File: config.mk
export PLATFORM = sky130hd
export DESIGN_NAME = db_req_gen
export DESIGN_NICKNAME = d
export VERILOG_FILES = /design/src/rtl/db_pkg.sv /design/src/rtl/db_req_fifo.sv /design/src/rtl/db_req_gen.sv
export SDC_FILE = /design/constraint.sdc
export NUM_CORES = 2
export LEC_CHECK = 0
export BUFFER_PORTS_ARGS = -buffer_cell sky130_fd_sc_hd__buf_2
export CAP_MARGIN = 25
export CORE_AREA = 5 5 334 336
export CTS_BUF_LIST = sky130_fd_sc_hd__clkbuf_16
export CTS_CLUSTER_DIAMETER = 30
export DETAILED_ROUTE_END_ITERATION = 8
export DIE_AREA = 0 0 339 341
export PLACE_DENSITY = 0.8
export SYNTH_ARGS = -nofsm -noshare
export SYNTH_HDL_FRONTEND = slang
export SYNTH_HIERARCHICAL = 1
export SYNTH_SLANG_ARGS = --single-unit
File: constraint.sdc
create_clock -name clk -period 16.7 [get_ports clk]
set_input_delay 2.505 -clock clk [delete_from_list [all_inputs] [get_ports clk]]
set_output_delay 2.505 -clock clk [all_outputs]
set_load 0.005 [all_outputs]
File: src/rtl/db_pkg.sv
// Shared definitions for the db_cont request feeder: op/state encodings,
// default widths and the flow hash used at FIFO write time.
package db_pkg;

  localparam int unsigned DB_KEY_SIZE  = 96;
  localparam int unsigned DB_VAL_SIZE  = 32;
  localparam int unsigned DB_HASH_SIZE = 32;
  localparam int unsigned DB_OP_SIZE   = 4;

  // Widest key the hash folds; narrower keys are zero-padded up to this.
  localparam int unsigned DB_KEY_MAX   = 256;

  // req_op bit0
  localparam logic SET_REQ = 1'b1;
  localparam logic GET_REQ = 1'b0;

  // Requested flow state carried in req_op[2:1]
  typedef enum logic [1:0] {
    IDLE    = 2'b00,
    SUSPECT = 2'b01,
    ARREST  = 2'b10,
    EXPIRE  = 2'b11
  } flow_state_t;

  // Fold every 32-bit key word together, then mix with a half-word rotate
  // and a right shift. Zero padding words do not disturb the XOR fold.
  function automatic logic [31:0] flow_hash(input logic [DB_KEY_MAX-1:0] key);
    logic [31:0] h0;
    h0 = '0;
    for (int unsigned i = 0; i < DB_KEY_MAX / 32; i++) begin
      h0 ^= key[i*32 +: 32];
    end
    return h0 ^ {h0[15:0], h0[31:16]} ^ (h0 >> 7);
  endfunction

endpackage

File: src/rtl/db_req_fifo.sv
// Synchronous request FIFO with wrap-bit pointers; head entry is visible
// combinationally on rdata whenever the FIFO is not empty.
module db_req_fifo
  import db_pkg::*;
#(
  parameter int unsigned WIDTH = 8,
  parameter int unsigned DEPTH = 8
) (
  input  logic                     clk,
  input  logic                     rst,
  input  logic                     push,
  input  logic                     pop,
  input  logic [WIDTH-1:0]         wdata,
  output logic [WIDTH-1:0]         rdata,
  output logic                     full,
  output logic                     empty,
  output logic [$clog2(DEPTH):0]   count
);

  localparam int unsigned AW = $clog2(DEPTH);

  logic [WIDTH-1:0] mem [DEPTH];
  logic [AW:0]      wr_ptr;
  logic [AW:0]      rd_ptr;
  logic             do_push;
  logic             do_pop;

  assign do_push = push && !full;
  assign do_pop  = pop && !empty;

  assign full  = (wr_ptr[AW] != rd_ptr[AW]) && (wr_ptr[AW-1:0] == rd_ptr[AW-1:0]);
  assign empty = (wr_ptr == rd_ptr);
  assign count = wr_ptr - rd_ptr;
  assign rdata = mem[rd_ptr[AW-1:0]];

  // Pointer update; reset discards contents by collapsing both pointers.
  always_ff @(posedge clk or negedge rst) begin
    if (!rst) begin
      wr_ptr <= '0;
      rd_ptr <= '0;
    end else begin
      if (do_push) wr_ptr <= wr_ptr + 1'b1;
      if (do_pop)  rd_ptr <= rd_ptr + 1'b1;
    end
  end

  // Storage write; entries need no reset since empty/full come from pointers.
  always_ff @(posedge clk) begin
    if (do_push) mem[wr_ptr[AW-1:0]] <= wdata;
  end

endmodule

File: src/rtl/db_req_gen.sv
// Upstream feeder for db_cont: accepts parsed flow requests, hashes the key,
// queues them and issues one request per ISSUE_GAP cycles, holding the
// issued fields stable for db_cont's lookup/update window.
module db_req_gen
  import db_pkg::*;
#(
  parameter int unsigned KEY_SIZE   = DB_KEY_SIZE,
  parameter int unsigned VAL_SIZE   = DB_VAL_SIZE,
  parameter int unsigned HASH_SIZE  = DB_HASH_SIZE,
  parameter int unsigned FIFO_DEPTH = 8,
  parameter int unsigned ISSUE_GAP  = 4
) (
  input  logic                  clk,
  input  logic                  rst,
  input  logic                  req_valid,
  output logic                  req_ready,
  input  logic [3:0]            req_op,
  input  logic [KEY_SIZE-1:0]   req_key,
  input  logic [VAL_SIZE-1:0]   req_value,
  output logic                  db_valid,
  output logic [3:0]            db_op,
  output logic [HASH_SIZE-1:0]  db_hash,
  output logic [KEY_SIZE-1:0]   db_key,
  output logic [VAL_SIZE-1:0]   db_value,
  output logic [31:0]           issued_cnt
);

  localparam int unsigned CW = $clog2(FIFO_DEPTH) + 1;
  localparam int unsigned GW = $clog2(ISSUE_GAP) + 1;

  typedef struct packed {
    logic [3:0]           op;
    logic [HASH_SIZE-1:0] hash;
    logic [KEY_SIZE-1:0]  key;
    logic [VAL_SIZE-1:0]  value;
  } req_entry_t;

  typedef enum logic {
    ISS_IDLE = 1'b0,
    ISS_HOLD = 1'b1
  } issue_state_t;

  req_entry_t    wr_entry;
  req_entry_t    rd_entry;
  logic          push;
  logic          issue;
  logic          fifo_full;
  logic          fifo_empty;
  logic [CW-1:0] unused_fifo_count;

  issue_state_t  state_q;
  issue_state_t  state_d;
  logic [GW-1:0] gap_q;
  logic [GW-1:0] gap_d;
  logic [31:0]   issued_q;

  // Ready is held low throughout reset, otherwise only back-pressure from a full FIFO.
  assign req_ready = rst && !fifo_full;
  assign push      = req_valid && req_ready;

  assign wr_entry.op    = req_op;
  assign wr_entry.hash  = HASH_SIZE'(flow_hash(DB_KEY_MAX'(req_key)));
  assign wr_entry.key   = req_key;
  assign wr_entry.value = req_value;

  db_req_fifo #(
    .WIDTH ($bits(req_entry_t)),
    .DEPTH (FIFO_DEPTH)
  ) u_fifo (
    .clk   (clk),
    .rst   (rst),
    .push  (push),
    .pop   (issue),
    .wdata (wr_entry),
    .rdata (rd_entry),
    .full  (fifo_full),
    .empty (fifo_empty),
    .count (unused_fifo_count)
  );

  // Issue FSM state and gap counter registers.
  always_ff @(posedge clk or negedge rst) begin
    if (!rst) begin
      state_q <= ISS_IDLE;
      gap_q   <= '0;
    end else begin
      state_q <= state_d;
      gap_q   <= gap_d;
    end
  end

  // Next-state: issue from IDLE, then count down the gap in HOLD.
  always_comb begin
    state_d = state_q;
    gap_d   = gap_q;
    issue   = 1'b0;
    case (state_q)
      ISS_IDLE: begin
        if (!fifo_empty && (gap_q == '0)) begin
          issue   = 1'b1;
          gap_d   = GW'(ISSUE_GAP - 1);
          state_d = ISS_HOLD;
        end
      end
      ISS_HOLD: begin
        gap_d = gap_q - GW'(1);
        if (gap_q == GW'(1)) state_d = ISS_IDLE;
      end
      default: begin
        state_d = ISS_IDLE;
        gap_d   = '0;
      end
    endcase
  end

  // Issue registers: one-cycle strobe, fields held until the next issue.
  always_ff @(posedge clk or negedge rst) begin
    if (!rst) begin
      db_valid <= 1'b0;
      db_op    <= '0;
      db_hash  <= '0;
      db_key   <= '0;
      db_value <= '0;
      issued_q <= '0;
    end else begin
      db_valid <= issue;
      if (issue) begin
        db_op    <= rd_entry.op;
        db_hash  <= rd_entry.hash;
        db_key   <= rd_entry.key;
        db_value <= rd_entry.value;
        issued_q <= issued_q + 32'd1;
      end
    end
  end

  assign issued_cnt = issued_q;

endmodule

==> results_dict.tcl <==
set metrics [dict create \
    rows 121 \
    ant_nets 0 \
    finalNonFillerCells 5390 \
    r2r_cells 11 \
    setup_viol 0 \
    crit_path_start_kind "primary input" \
    grt.total_usage_pct 26.8 \
    grt_pass1_vias 33803 \
    cts_max_level 5 \
    clk_pin_slew_ps 50 \
    syn_inst 3244 \
    nets 3889 \
    grt_max_degree 163 \
    post-route-period-util_pct 37.2 \
    fin_crit_ps 6210 \
    post_cts_resized 0 \
    synth_nets 3388 \
    crit_start "rst" \
    rsz0062_at_grt "no" \
    crit_end "u_fifo/mem[3][61]" \
    vdd.ir_drop.worst_mv 0.145 \
    r2r_slack_ps 10620 \
    post_synth.cell_area_avg_um2 18.2 \
    dp_hpwl_mm 78.7 \
    synth_warnings 6 \
    utilization_pct 65.6 \
    slew_violations 0 \
    fmax_mhz 161 \
    cts_buffers 276 \
    grt-ovfl-total 0 \
    boundaryPins 333 \
    clock_path_buffers 4 \
    wire_per_inst_um 28.9 \
    portBuffers 332 \
    cts_hold_buf 0 \
    cp.required_ps 17150 \
    clock_latency_ps 880 \
    grt_pass1_wl_mm 228 \
    cts_tree "built" \
    finalSetupTns_ps 0 \
    die-area_um2 116000 \
    fin_skew_ps 77.2 \
    first_iter_violations 4037 \
    synth.cell_area_um2 59000 \
    dp_cells 4880 \
    finalHoldViolCount 0 \
    die_h_um 341 \
    whs_path_depth 2 \
    finalPower_w 0.0133 \
    drc 0 \
    syn_to_final_growth_pct 20.5 \
    r2r-end "u_fifo/mem[3][61]" \
    wl_mm 156 \
    max_slew.worst_pin.slew_ps 1490 \
    hp-class "flip-flop to flip-flop" \
    core_area_um2 108000 \
    clock-sinks 1521 \
    worstSetupPathType "primary input to flip-flop" \
    initial_core_util_pct 54.5 \
    timing.hold.ws_ps 465 \
    layout-drive-gt1-share_pct 26.2 \
    maxCapViolCount 0 \
    crit_fanout 99 \
    drtPass1Iterations 6 \
    power.density_nw_per_um2 187 \
    p_leak_nw 26.7 \
    post_cts_buffers 0 \
    rr_startpoint "u_fifo/rd_ptr[2]" \
    num_vias 32655 \
    antenna_found_initial 44 \
    gp_congestion 0.766 \
    routed_via_density 6.06 \
    cts-root-buf "clkbuf_16" \
    arrival_ps 6660 \
    endpoint_kind "flip-flop" \
    maxSlewHeadroom_pct 0.349 \
    die_x_um 339 \
    status "finished, final reports clean" \
]
## per-stage QoR
step / setup WS (ps) / instance area [µm²]
after floorplan: 1670 / 59000
after global placement: 9790 / 61900
after detailed placement: 9760 / 61900
after CTS: 10530 / 71000
after global routing: 10340 / 71000
final: 10490 / 71100
## cells in the final DEF, fill, tap and decap left out, drive strengths merged, types with 3 or more instances in the layout
master	n
and2	5
and3	4
and4	3
buf	371
bufinv	30
clkbuf	282
clkinv	83
clkinvlp	26
dfrtp	209
diode	25
edfxtp	1312
ha	9
inv	73
mux4	328
nand2	1008
nand3	11
nand4	9
nor2	18
nor3	8
o21ai	3
xnor2	74
xor2	71
## worst max-delay path: stages
cell and delay, ps:
buf_8 560, nor2b_1 230, and2_1 240, o21ai_2 200
nor3_2 230, buf_4 800, buf_4 920, buf_4 780
## sequential cells by signal (all words and copies together), names as in the netlist
| name | flops |
|---|---|
| state_q | 1 |
| db_valid | 1 |
| u_fifo/wr_ptr | 4 |
| db_value | 32 |
| db_key | 96 |
| db_op | 4 |
| u_fifo/rd_ptr | 4 |
| db_hash | 32 |
| gap_q | 3 |
| issued_cnt | 32 |
| u_fifo/mem | 1312 |
## worst min path at each step
stage	slack, ps	end	from
floorplan	470	issued_cnt[31]	issued_cnt[31]
global placement	450	db_value[23]	db_value[23]
detailed placement	460	db_value[23]	db_value[23]
CTS	470	db_value[19]	db_value[19]
global route	490	db_key[37]	db_key[37]
finish	460	db_key[40]	db_key[40]
## where the power goes
group	leakage, nW	internal, W	switching [W]
clock network	4.47	0.00354	0.00190
logic	7.72	0.00113	0.00174
registers	14.5	0.00470	0.000254
## layout make-up
cell class                      instances  area (µm²)
Antenna cell                           25        62.6
Fill cell                            6456       37200
Inverter                               10        47.5
Clock buffer                          282        7060
Clock inverter                        202        1990
Timing Repair Buffer                  371        2030
Multi-Input combinational cell       1565       13500
Sequential cell                      1521       44600
Tap cell                             1414        1770
## metal layers
metal  routed length, µm  global-route usage (%)
met1               56600                    34.4
met2               76100                    43.0
met3               16700                    8.66
met4                6320                    11.1
met5                 230                       0
Power figures use the tool's default switching activity.
